$ cat src/rtl/ecc_pkg.sv
// ============================================================================
// Module   : ecc_pkg
// Purpose  : Shared defaults and serializer state encoding for kp_serializer.
//            KP_SER_CHECKSUM_EN adds the CHK state.
// Revision : 1.0
// ============================================================================
`default_nettype none

package ecc_pkg;

   localparam int WIDTH_DEF = 32;
   localparam int NIB_W_DEF = 4;
   localparam int NIBS      = WIDTH_DEF / NIB_W_DEF;

   typedef enum logic [1:0] {
      IDLE   = 2'd0,
      SEND_X = 2'd1,
      SEND_Y = 2'd2
`ifdef KP_SER_CHECKSUM_EN
      ,
      CHK    = 2'd3
`endif
   } kp_state_e;

   // A single-beat coordinate still needs a one-bit counter to stay legal.
   function automatic int cnt_width(input int nibs);
      return (nibs > 1) ? $clog2(nibs) : 1;
   endfunction

endpackage

`default_nettype wire

$ cat src/rtl/nib_shreg.sv
// ============================================================================
// Module   : nib_shreg
// Purpose  : Loadable WIDTH-bit register shifting right by NIB_W with hold.
// Revision : 1.0
// ============================================================================
`default_nettype none

module nib_shreg #(
   parameter int WIDTH = 32,
   parameter int NIB_W = 4
) (
   input  logic             i_clk,
   input  logic             i_rst,
   input  logic             i_load,
   input  logic [WIDTH-1:0] i_d,
   input  logic             i_shift,
   output logic [NIB_W-1:0] o_nib
);

   logic [WIDTH-1:0] r_q;

   // Load wins over shift so a new frame can start on the last-beat transfer.
   always_ff @(posedge i_clk or negedge i_rst) begin
      if (!i_rst) begin
         r_q <= '0;
      end else if (i_load) begin
         r_q <= i_d;
      end else if (i_shift) begin
         r_q <= r_q >> NIB_W;
      end
   end

   assign o_nib = r_q[NIB_W-1:0];

endmodule

`default_nettype wire

$ cat src/rtl/kp_serializer.sv
// ============================================================================
// Module   : kp_serializer
// Purpose  : Streams a kP result (x then y) as NIB_W-bit beats, LSB first,
//            with valid/ready handshake. KP_SER_CHECKSUM_EN appends XOR beat.
// Revision : 1.0
// ============================================================================
`default_nettype none

module kp_serializer
   import ecc_pkg::*;
#(
   parameter int WIDTH = WIDTH_DEF,
   parameter int NIB_W = NIB_W_DEF
) (
   input  logic             i_clk,
   input  logic             i_rst,
   input  logic             i_done,
   input  logic [WIDTH-1:0] i_x,
   input  logic [WIDTH-1:0] i_y,
   input  logic             i_ready,
   output logic [NIB_W-1:0] o_kp,
   output logic             o_valid,
   output logic             o_last,
   output logic             o_busy,
   output logic             o_drop
);

   localparam int c_nibs  = WIDTH / NIB_W;
   localparam int c_cnt_w = cnt_width(c_nibs);
   localparam logic [c_cnt_w-1:0] c_last = c_cnt_w'(c_nibs - 1);

   kp_state_e          r_state;
   logic [c_cnt_w-1:0] r_cnt;
   logic               r_valid;
   logic               r_last;
   logic               r_busy;
   logic               r_drop;
   logic [NIB_W-1:0]   w_x_nib;
   logic [NIB_W-1:0]   w_y_nib;
   logic [NIB_W-1:0]   w_kp;
   logic               w_xfer;
   logic               w_last_xfer;
   logic               w_capture;
   logic               w_shift_x;
   logic               w_shift_y;
`ifdef KP_SER_CHECKSUM_EN
   logic [NIB_W-1:0]   r_chk;
`endif

   assign w_xfer      = r_valid && i_ready;
   assign w_last_xfer = w_xfer && r_last;
   assign w_capture   = i_done && ((r_state == IDLE) || w_last_xfer);
   assign w_shift_x   = w_xfer && (r_state == SEND_X);
   assign w_shift_y   = w_xfer && (r_state == SEND_Y);

   nib_shreg #(
      .WIDTH (WIDTH),
      .NIB_W (NIB_W)
   ) u_x_shreg (
      .i_clk   (i_clk),
      .i_rst   (i_rst),
      .i_load  (w_capture),
      .i_d     (i_x),
      .i_shift (w_shift_x),
      .o_nib   (w_x_nib)
   );

   nib_shreg #(
      .WIDTH (WIDTH),
      .NIB_W (NIB_W)
   ) u_y_shreg (
      .i_clk   (i_clk),
      .i_rst   (i_rst),
      .i_load  (w_capture),
      .i_d     (i_y),
      .i_shift (w_shift_y),
      .o_nib   (w_y_nib)
   );

   // The current beat is always the low nibble of the active shift register.
   always_comb begin
      w_kp = '0;
      case (r_state)
         SEND_X:  w_kp = w_x_nib;
         SEND_Y:  w_kp = w_y_nib;
`ifdef KP_SER_CHECKSUM_EN
         CHK:     w_kp = r_chk;
`endif
         default: w_kp = '0;
      endcase
   end

   assign o_kp    = w_kp;
   assign o_valid = r_valid;
   assign o_last  = r_last;
   assign o_busy  = r_busy;
   assign o_drop  = r_drop;

   always_ff @(posedge i_clk or negedge i_rst) begin
      if (!i_rst) begin
         r_state <= IDLE;
         r_cnt   <= '0;
         r_valid <= 1'b0;
         r_last  <= 1'b0;
         r_busy  <= 1'b0;
         r_drop  <= 1'b0;
`ifdef KP_SER_CHECKSUM_EN
         r_chk   <= '0;
`endif
      end else begin
         r_drop <= i_done && r_busy && !w_last_xfer;
         if (w_capture) begin
            r_state <= SEND_X;
            r_cnt   <= '0;
            r_valid <= 1'b1;
            r_last  <= 1'b0;
            r_busy  <= 1'b1;
`ifdef KP_SER_CHECKSUM_EN
            r_chk   <= '0;
`endif
         end else if (w_xfer) begin
            case (r_state)
               SEND_X: begin
`ifdef KP_SER_CHECKSUM_EN
                  r_chk <= r_chk ^ w_kp;
`endif
                  if (r_cnt == c_last) begin
                     r_state <= SEND_Y;
                     r_cnt   <= '0;
`ifdef KP_SER_CHECKSUM_EN
                     r_last  <= 1'b0;
`else
                     r_last  <= (c_nibs == 1);
`endif
                  end else begin
                     r_cnt <= r_cnt + 1'b1;
                  end
               end
               SEND_Y: begin
`ifdef KP_SER_CHECKSUM_EN
                  r_chk <= r_chk ^ w_kp;
`endif
                  if (r_cnt == c_last) begin
                     r_cnt   <= '0;
`ifdef KP_SER_CHECKSUM_EN
                     r_state <= CHK;
                     r_last  <= 1'b1;
`else
                     r_state <= IDLE;
                     r_valid <= 1'b0;
                     r_last  <= 1'b0;
                     r_busy  <= 1'b0;
`endif
                  end else begin
                     r_cnt <= r_cnt + 1'b1;
`ifdef KP_SER_CHECKSUM_EN
                     r_last <= 1'b0;
`else
                     r_last <= ((r_cnt + 1'b1) == c_last);
`endif
                  end
               end
               default: begin
                  // Checksum beat accepted (or stray state): frame is over.
                  r_state <= IDLE;
                  r_cnt   <= '0;
                  r_valid <= 1'b0;
                  r_last  <= 1'b0;
                  r_busy  <= 1'b0;
               end
            endcase
         end
      end
   end

endmodule

`default_nettype wire

$ cat config.mk
export PLATFORM = sky130hd
export DESIGN_NAME = kp_serializer
export DESIGN_NICKNAME = d
export VERILOG_FILES = /design/src/rtl/ecc_pkg.sv /design/src/rtl/nib_shreg.sv /design/src/rtl/kp_serializer.sv
export SDC_FILE = /design/constraint.sdc
export NUM_CORES = 1
export LEC_CHECK = 0
export CAP_MARGIN = 20
export CORE_MARGIN = 5
export CORE_UTILIZATION = 50
export CTS_CLUSTER_DIAMETER = 30
export DETAILED_ROUTE_END_ITERATION = 10
export PLACE_DENSITY = 0.9
export SYNTH_ARGS = -nofsm -noshare
export SYNTH_HDL_FRONTEND = slang
export SYNTH_SLANG_ARGS = --single-unit
export TNS_END_PERCENT = 5
$ cat constraint.sdc
create_clock -name i_clk -period 4.2 [get_ports i_clk]
set_input_delay 0.63 -clock i_clk [delete_from_list [all_inputs] [get_ports i_clk]]
set_output_delay 0.63 -clock i_clk [all_outputs]
set_load 0.01 [all_outputs]
# ---- Yosys cells after proc, flatten, opt, wreduce, memory -nomap -nowiden
# Index checks and enable logic that the tools add are counted.
dict set report totals {
  ff_bits 72
  inputBits 68
  output_inout_bits 8
  wordCells 54
}
dict set report op_classes {
  n_addsub 1
  eq_ne 7
  muxes 22
  n_reduce_logical 17
}
# op n
set op_table {}
lappend op_table {{$mux W32} 4}
lappend op_table {{$mux W3} 4}
lappend op_table {{$mux W2} 4}
lappend op_table {{$pmux W4 S2} 1}
lappend op_table {{$logic_and A1 B1 Y1} 7}
lappend op_table {{$eq A3 B3 Y1 const B} 2}
lappend op_table {{$mux W1} 6}
lappend op_table {{$ne A3 B1 Y1 const B} 2}
lappend op_table {{$reduce_and A3 Y1} 2}
lappend op_table {{$reduce_bool A2 Y1} 3}
lappend op_table {{$pmux W1 S2} 2}
lappend op_table {{$pmux W2 S2} 1}
lappend op_table {{$add A3 B1 Y3 const B} 1}
lappend op_table {{$eq A2 B1 Y1 const B} 1}
lappend op_table {{$eq A2 B2 Y1 const B} 1}
lappend op_table {{$logic_not A2 Y1} 1}
lappend op_table {{$ne A2 B1 Y1 const B} 1}
lappend op_table {{$reduce_and A2 Y1} 1}
lappend op_table {{$reduce_or A2 Y1} 1}
lappend op_table {{$logic_not A1 Y1} 1}
lappend op_table {{$logic_or A1 B1 Y1} 1}

# ---- Logic depth before layout (Yosys ltp)
# Gate-level depths: netlist of the first run.
dict set report depth {
  depth_word 6
  depth_mapped 7
  mapped_depth_nobuf 5
}

# ---- Cells and area by module
# Synthesis of the first run repeated with hierarchy kept, for this count alone.
dict set report unflattened {
  hier_cells 347
  area_unflattened_um2 3638.5
}
# module instances cells_per_inst area_each_um2
set by_module_without_submodules {}
lappend by_module_without_submodules {nib_shreg 2 143 1527.7}
lappend by_module_without_submodules {kp_serializer 1 61 583.1}

# ---- Least setup slack after synthesis of the first run
# Ideal clock, no wire load.
dict set report synth_path {
  path_type {register -> register}
  startpoint {reg r_state[1]}
  endpoint {reg u_x_shreg.r_q[10]}
  arrival_time_ps 1665
  setup_slack_ps 2410
  stages_incl_launch_ff 8
  period_less_slack_ps 1790
  path_cell_list {dfrtp_1 -> inv_1 -> ha_1 -> buf_2 -> nand3_1 -> buf_2 -> mux2_2 -> mux2_2}
}
dict set report synth_via {
  elab_chain_cells 4
}
# element line_no
set synth_rtl {}
lappend synth_rtl {{start: declaration} kp_serializer.sv:32} ;# kp_state_e r_state;
lappend synth_rtl {{start signal: assignment} kp_serializer.sv:101} ;# r_state <= IDLE;
lappend synth_rtl {{start signal: assignment} kp_serializer.sv:113} ;# r_state <= SEND_X;
lappend synth_rtl {{start signal: assignment} kp_serializer.sv:128} ;# r_state <= SEND_Y;
lappend synth_rtl {{$logic_not A2 Y1} kp_serializer.sv:52} ;# assign w_capture = i_done && ((r_state == IDLE) || w_last_xfer);
lappend synth_rtl {{$logic_or A1 B1 Y1} kp_serializer.sv:52}
lappend synth_rtl {{$logic_and A1 B1 Y1} kp_serializer.sv:52}
lappend synth_rtl {{$mux W32 or $reduce_bool A2 Y1 (tied branches)} -}
lappend synth_rtl {{end signal: assignment} nib_shreg.sv:27} ;# r_q <= i_d;
lappend synth_rtl {{end signal: assignment} nib_shreg.sv:29} ;# r_q <= r_q >> NIB_W;
lappend synth_rtl {{end: declaration} nib_shreg.sv:20} ;# logic [WIDTH-1:0] r_q;
# Parallel ways exist; a longest one is shown, timed or not.
# A chain may end at the register's enable or synchronous reset.

# ---- Worst setup path in the final report of the first run
dict set report layout_path {
  startpoint {reg r_state[1]}
  endpoint {out o_kp[2]}
}
dict set report layout_via {
  elab_chain_cells 2
}
# element line_no
set layout_rtl {}
lappend layout_rtl {{$eq A2 B2 Y1 or $eq A2 B1 Y1 (tied branches)} kp_serializer.sv:83} ;# case (r_state)
lappend layout_rtl {{$pmux W4 S2 *} kp_serializer.sv:83}
lappend layout_rtl {{end: declaration} kp_serializer.sv:21} ;# output logic [NIB_W-1:0] o_kp,
# Mark *: on every way between the ends. The rest lies on a longest branch, timed or not.

==> impl_metrics.json, run 1 <==
{
  "clk_pin_slew_worst_paths_ps": 70,
  "leakage_nw": 2.02,
  "grt_pass1_wl_um": 11200,
  "tns_ps": 0,
  "worst_pin_slew_ps": 904,
  "final_common_cell": "mux2_2",
  "yosysWarnings": 0,
  "syn_inst": 273,
  "core_mm2": 0.00714,
  "hold_buffers": 0,
  "num_vias": 2288,
  "antenna_found_initial": 0,
  "rows": 31,
  "drt_pass1_iterations": 4,
  "slew_viol_final": 0,
  "yosys.area.top_type": "dfrtp_1",
  "synth_top_area_share_pct": 49.8,
  "cap_viol_max_count": 0,
  "diodes": 0,
  "drive_above_1_share_pct": 37.1,
  "cts_buffers": 9,
  "clockRootBuffer": "clkbuf_8",
  "ys_ff_latch": 72,
  "clock_skew_ps": 7.29,
  "synthDistinctLibCells": 22,
  "clockBufferDepth": 2,
  "yosysSeqAreaShare_pct": 49.8,
  "post_drt_wl_per_cell_um": 15.6,
  "drt_iter0_markers": 68,
  "io_pins": 76,
  "fp.dieH_um": 95.1,
  "gr-total-overflow": 0,
  "cts_sinks": 72,
  "yosys-top-cells-area": "dfrtp_1 (50%), mux2_2 (35%), mux2i_1 (2.2%), ha_1 (2.1%), nand2_1 (1.7%)",
  "clock_latency_ps": 330,
  "finalSetupViolations": 0,
  "slowest_stage": "clkdlybuf4s50_1",
  "grt_max_degree": 73,
  "hpwlAfterDp_um": 4860,
  "cp_slowest_stage_delay_ps": 560,
  "num-nets-final": 420,
  "fin_crit_ps": 2640,
  "cts_tree": "built",
  "final_util_pct": 64.4,
  "slew_headroom_pct": 39.7,
  "crit_required_ps": 3570,
  "via_per_inst": 5.10,
  "path_delay_family": "buffers and inverters",
  "r2r_slack_ps": 2080,
  "timing.final.crit_share_pct": 62.9,
  "avgSynthCellArea_um2": 13.2,
  "track_usage_pct": 16.4,
  "fmax_ghz": 0.379,
  "syn_to_final_growth_pct": 27.1,
  "critical_path_class": "reg2out",
  "cts_resized": 0,
  "ir_drop_uv": 298,
  "run_status": "finished, final reports clean",
  "hold_viol": 0,
  "start_util_pct": 50.7,
  "routed_wl_um": 7010,
  "cp-end-kind": "primary output",
  "fill_cells": 567,
  "die_w_um": 95.1,
  "place_ws_ps": 1400,
  "hold_class": "in2async",
  "rsz0062_at_grt": "no",
  "start_kind": "flip-flop",
  "post_cts_buffers": 0,
  "port_buffers": 75,
  "p_per_area_mw_per_mm2": 620,
  "route.detailed.drc": 0,
  "grt_pass1_vias": 2377,
  "cp_max_fo": 9,
  "synth.net_count": 347,
  "cp.buffers_inverters": 2,
  "synth.cell_area_mm2": 0.00362,
  "critPathArrivalTime_ps": 2010,
  "die_area_mm2": 0.00904,
  "power_mw": 2.85,
  "crit_chain": "inv_1 -> ha_1 -> a22oi_1 -> nor2b_1 -> clkdlybuf4s50_1",
  "detail-route-antenna-nets": 0,
  "final_cell_mix": "mux2_2 (112), clkdlybuf4s50_1 (74), dfrtp_1 (72)",
  "place.gp.congestion": 0.846,
  "cts_max_level": 3,
  "whs_ps": 420,
  "fin_ws_ps": 1560
}
==> where the power goes <==
part / internal (mW) / leakage (nW) / switching [mW]
Combinational: 0.752 / 1.07 / 0.407
Clock: 0.245 / 0.0838 / 0.233
Sequential: 1.03 / 0.863 / 0.185
Total: 2.03 / 2.02 / 0.825
==> synth_stat cells <==
library cell  count
ha_1              6
or4b_2            1
o21ai_1           1
nor2b_1           6
o21ai_0           4
dfrtp_1          72
buf_4             5
nand4_1           1
mux2i_1           8
nand2_1          16
nand3_1           2
nand4b_1          1
mux2_2          112
a21oi_1           6
a22oi_1           4
or4b_1            1
o21ba_2           1
and3_1            2
o21a_1            1
buf_2            11
inv_1            11
o31ai_1           1
==> sequential cells by signal (all words and copies together) (netlist names) <==
register       flops
r_cnt              3
o_busy             1
u_y_shreg.r_q     32
o_last             1
r_state            2
o_drop             1
u_x_shreg.r_q     32
==> cells by family (layout without fill, tap and decap cells) <==
logic type | Yosys count | count (layout) | synth area share, %
multiplexers | 120 | 120 | 37.1
buffers and inverters | 27 | 104 | 3.70
adder cells (fa/ha/maj) | 6 | 6 | 2.08
AO/OA/AOI/OAI | 18 | 18 | 3.04
flip-flops | 72 | 72 | 49.8
AND/OR/NAND/NOR | 30 | 30 | 4.29
==> cell type report <==
type / count / area, um^2 / share of cell area, %
Timing Repair Buffer: 78 / 771 / 16.8
Clock buffer: 15 / 166 / 3.62
Sequential cell: 72 / 1800 / 39.2
Inverter: 11 / 41.3 / 0.898
Tap cell: 99 / 124 / 2.69
Multi-Input combinational cell: 174 / 1690 / 36.8
==> per-stage QoR <==
stage / cells / cell area [um^2]
global route: 449 / 4600
global placement: 434 / 4430
CTS: 449 / 4600
detailed placement: 434 / 4430
finish: 449 / 4600
floorplan: 273 / 3620
==> path summary, 6_finish.rpt <==
check                                        from                             to  cells past startpoint
setup / recovery           r_state[1]$_DFFE_PN0P_                        o_kp[2]                      5
hold / removal                              i_rst   u_x_shreg.r_q[2]$_DFFE_PN0P_                      1
setup reg to reg           r_state[1]$_DFFE_PN0P_   u_y_shreg.r_q[6]$_DFFE_PN0P_                      5
hold reg to reg                o_last$_DFFE_PN0P_               o_drop$_DFF_PN0_                      1
max in group asynchronous                   i_rst  u_y_shreg.r_q[18]$_DFFE_PN0P_                      1
min in group i_clk             o_last$_DFFE_PN0P_               o_drop$_DFF_PN0_                      1
==> routing by layer <==
| layer | vias up | share of wire, % | wire length [um] | GRT usage [%] |
|---|---|---|---|---|
| met3 | 10 | 4.7 | 330 | 2.53 |
| met5 | - | 0 | 0 | 0 |
| met2 | 63 | 51 | 3590 | 27.1 |
| li1 | 1110 | - | - | - |
| met1 | 1105 | 42 | 2940 | 20.6 |
| met4 | 0 | 2.0 | 137 | 8.77 |
Power figures use the tool's default switching activity.
==> inputs of run 2 (changes only) <==
- clock period: 4.2 -> 2.74 ns (I/O delays scaled with it)
==> run 2 against run 1 <==
Sequential share of layout area is 0.72 points lower. Critical path depth stayed put. Count of clock-buffer cells in the layout is 3 lower. Non-clock buffer count is 1 higher. Total power is 60% higher. Clock skew is 5.0 ps higher. Highest routed layer unchanged.
==> impl_metrics.json, run 2 (same netlist as run 1, synthesis figures left out) <==
{
  "num_vias": 2296,
  "crit_required_ps": 2330,
  "syn_to_final_growth_pct": 29.5,
  "cp_slowest_stage_delay_ps": 550,
  "antenna_found_initial": 0,
  "slew_viol_final": 0,
  "cts_max_level": 3,
  "fin_crit_ps": 2350,
  "clock_skew_ps": 12.3,
  "place.gp.congestion": 0.830,
  "fill_cells": 541,
  "grt_util_met2_pct": 27.1,
  "route.detailed.drc": 0,
  "run_status": "finished, final reports clean",
  "rows": 31,
  "cts_sinks": 72,
  "hold_viol": 0,
  "worst_pin_slew_ps": 891,
  "crit_chain": "inv_1 -> ha_1 -> a22oi_1 -> nor2b_1 -> clkdlybuf4s50_1",
  "detail-route-antenna-nets": 0,
  "via_per_inst": 5.10,
  "globalRouteMet1Util_pct": 20.7,
  "die_w_um": 95.1,
  "leakage_nw": 2.06,
  "slowest_stage": "clkdlybuf4s50_1",
  "fmax_ghz": 0.426,
  "cts_resized": 0,
  "cp_max_fo": 9,
  "ir_drop_uv": 444,
  "path_delay_family": "buffers and inverters",
  "finalSetupViolations": 0,
  "switching_power_mw": 1.26,
  "stdcell_count": 450,
  "p_seq_share_pct": 40.6,
  "track_usage_pct": 16.1,
  "hold_class": "in2async",
  "start_kind": "flip-flop",
  "clk_pin_slew_worst_paths_ps": 70,
  "cap_viol_max_count": 0,
  "grt_pass1_wl_um": 11300,
  "routed_wl_um": 6780,
  "rsz0062_at_grt": "no",
  "cp-end-kind": "primary output",
  "post_drt_wl_per_cell_um": 15.1,
  "critical_path_class": "reg2out",
  "drive_above_1_share_pct": 38.2,
  "drt_pass1_iterations": 4,
  "diodes": 0,
  "start_util_pct": 50.7,
  "p_int_mw": 3.31,
  "critPathArrivalTime_ps": 1940,
  "pwr-share-clk_pct": 20.1,
  "grt_pass1_vias": 2394,
  "top_usage_layer": "met2",
  "clock_latency_ps": 330,
  "reg_top3": "u_x_shreg.r_q x32, u_y_shreg.r_q x32, r_cnt x3",
  "cts_tree": "built",
  "hold_buffers": 0,
  "hpwlAfterDp_um": 4850,
  "port_buffers": 75,
  "gr-total-overflow": 0,
  "grt_max_degree": 73,
  "cp.buffers_inverters": 2,
  "dpl.cell_count": 435,
  "clockRootBuffer": "clkbuf_8",
  "post_cts_buffers": 0,
  "p_per_area_mw_per_mm2": 975,
  "final_common_cell": "mux2_2",
  "num-nets-final": 421,
  "cts_buffers": 9,
  "comb_power_share_pct": 39.2,
  "timing.final.crit_share_pct": 85.7,
  "die_area_mm2": 0.00904,
  "fp.dieH_um": 95.1,
  "drt_iter0_markers": 81,
  "tns_ps": 0,
  "final_cell_mix": "mux2_2 (112), clkdlybuf4s50_1 (74), dfrtp_1 (72)",
  "grtUsageMet3_pct": 3.47,
  "core_mm2": 0.00714,
  "io_pins": 76,
  "sw_frac_of_total_pct": 27.5,
  "clockBufferDepth": 2,
  "slew_headroom_pct": 40.6
}
run 2: area by class of cell:
cell class | count | area [um^2] | area share [%]
Clock buffer | 12 | 155 | 3.31
Clock inverter | 3 | 65.1 | 1.39
Inverter | 11 | 41.3 | 0.882
Timing Repair Buffer | 79 | 803 | 17.2
Sequential cell | 72 | 1800 | 38.5
Multi-Input combinational cell | 174 | 1690 | 36.1
Tap cell | 99 | 124 | 2.64
run 2: path summary, 6_finish.rpt:
kind,start,to,slack (ps),cells past startpoint
min in group i_clk,o_last$_DFFE_PN0P_,o_drop$_DFF_PN0_,480,1
hold reg to reg,o_last$_DFFE_PN0P_,o_drop$_DFF_PN0_,480,1
setup / recovery,r_state[1]$_DFFE_PN0P_,o_kp[2],390,5
hold / removal,i_rst,u_x_shreg.r_q[21]$_DFFE_PN0P_,200,1
max in group asynchronous,i_rst,u_y_shreg.r_q[25]$_DFFE_PN0P_,1960,1
setup reg to reg,r_state[1]$_DFFE_PN0P_,u_x_shreg.r_q[20]$_DFFE_PN0P_,750,6
run 2: routing by layer:
layer	routed length, um	vias up	part of all wire [%]
met4	72	0	1.1
met5	0	-	0
met3	344	6	5.1
li1	-	1119	-
met2	3480	58	51
met1	2880	1113	42
run 2: worst reg2reg max path, cell delays in order, from the launching register on:
cell and delay (ps):
dfrtp_1 390, inv_1 70, ha_1 280, nand3_1 100, buf_4 360, mux2_2 400
mux2_2 270
run 2: stage by stage:
step	util, %	worst slack, ps	power (mW)	instance area (um^2)	hold WS [ps]
floorplan	-	950	3.18	3620	115
global placement	62.5	533	3.58	4460	469
detailed placement	62.5	495	3.68	4460	471
CTS	65.6	382	4.62	4680	227
global route	65.6	278	4.88	4680	284
finish	65.6	393	4.57	4680	201
run 2: power groups by stage:
stage	combinational, mW	clock [mW]	sequential (mW)
2_1_floorplan	1.42	0	1.76
3_3_place_gp	1.73	0	1.85
3_5_place_dp	1.81	0	1.88
4_1_cts	1.82	0.938	1.86
5_1_grt	1.98	0.981	1.92
6_report	1.79	0.919	1.86
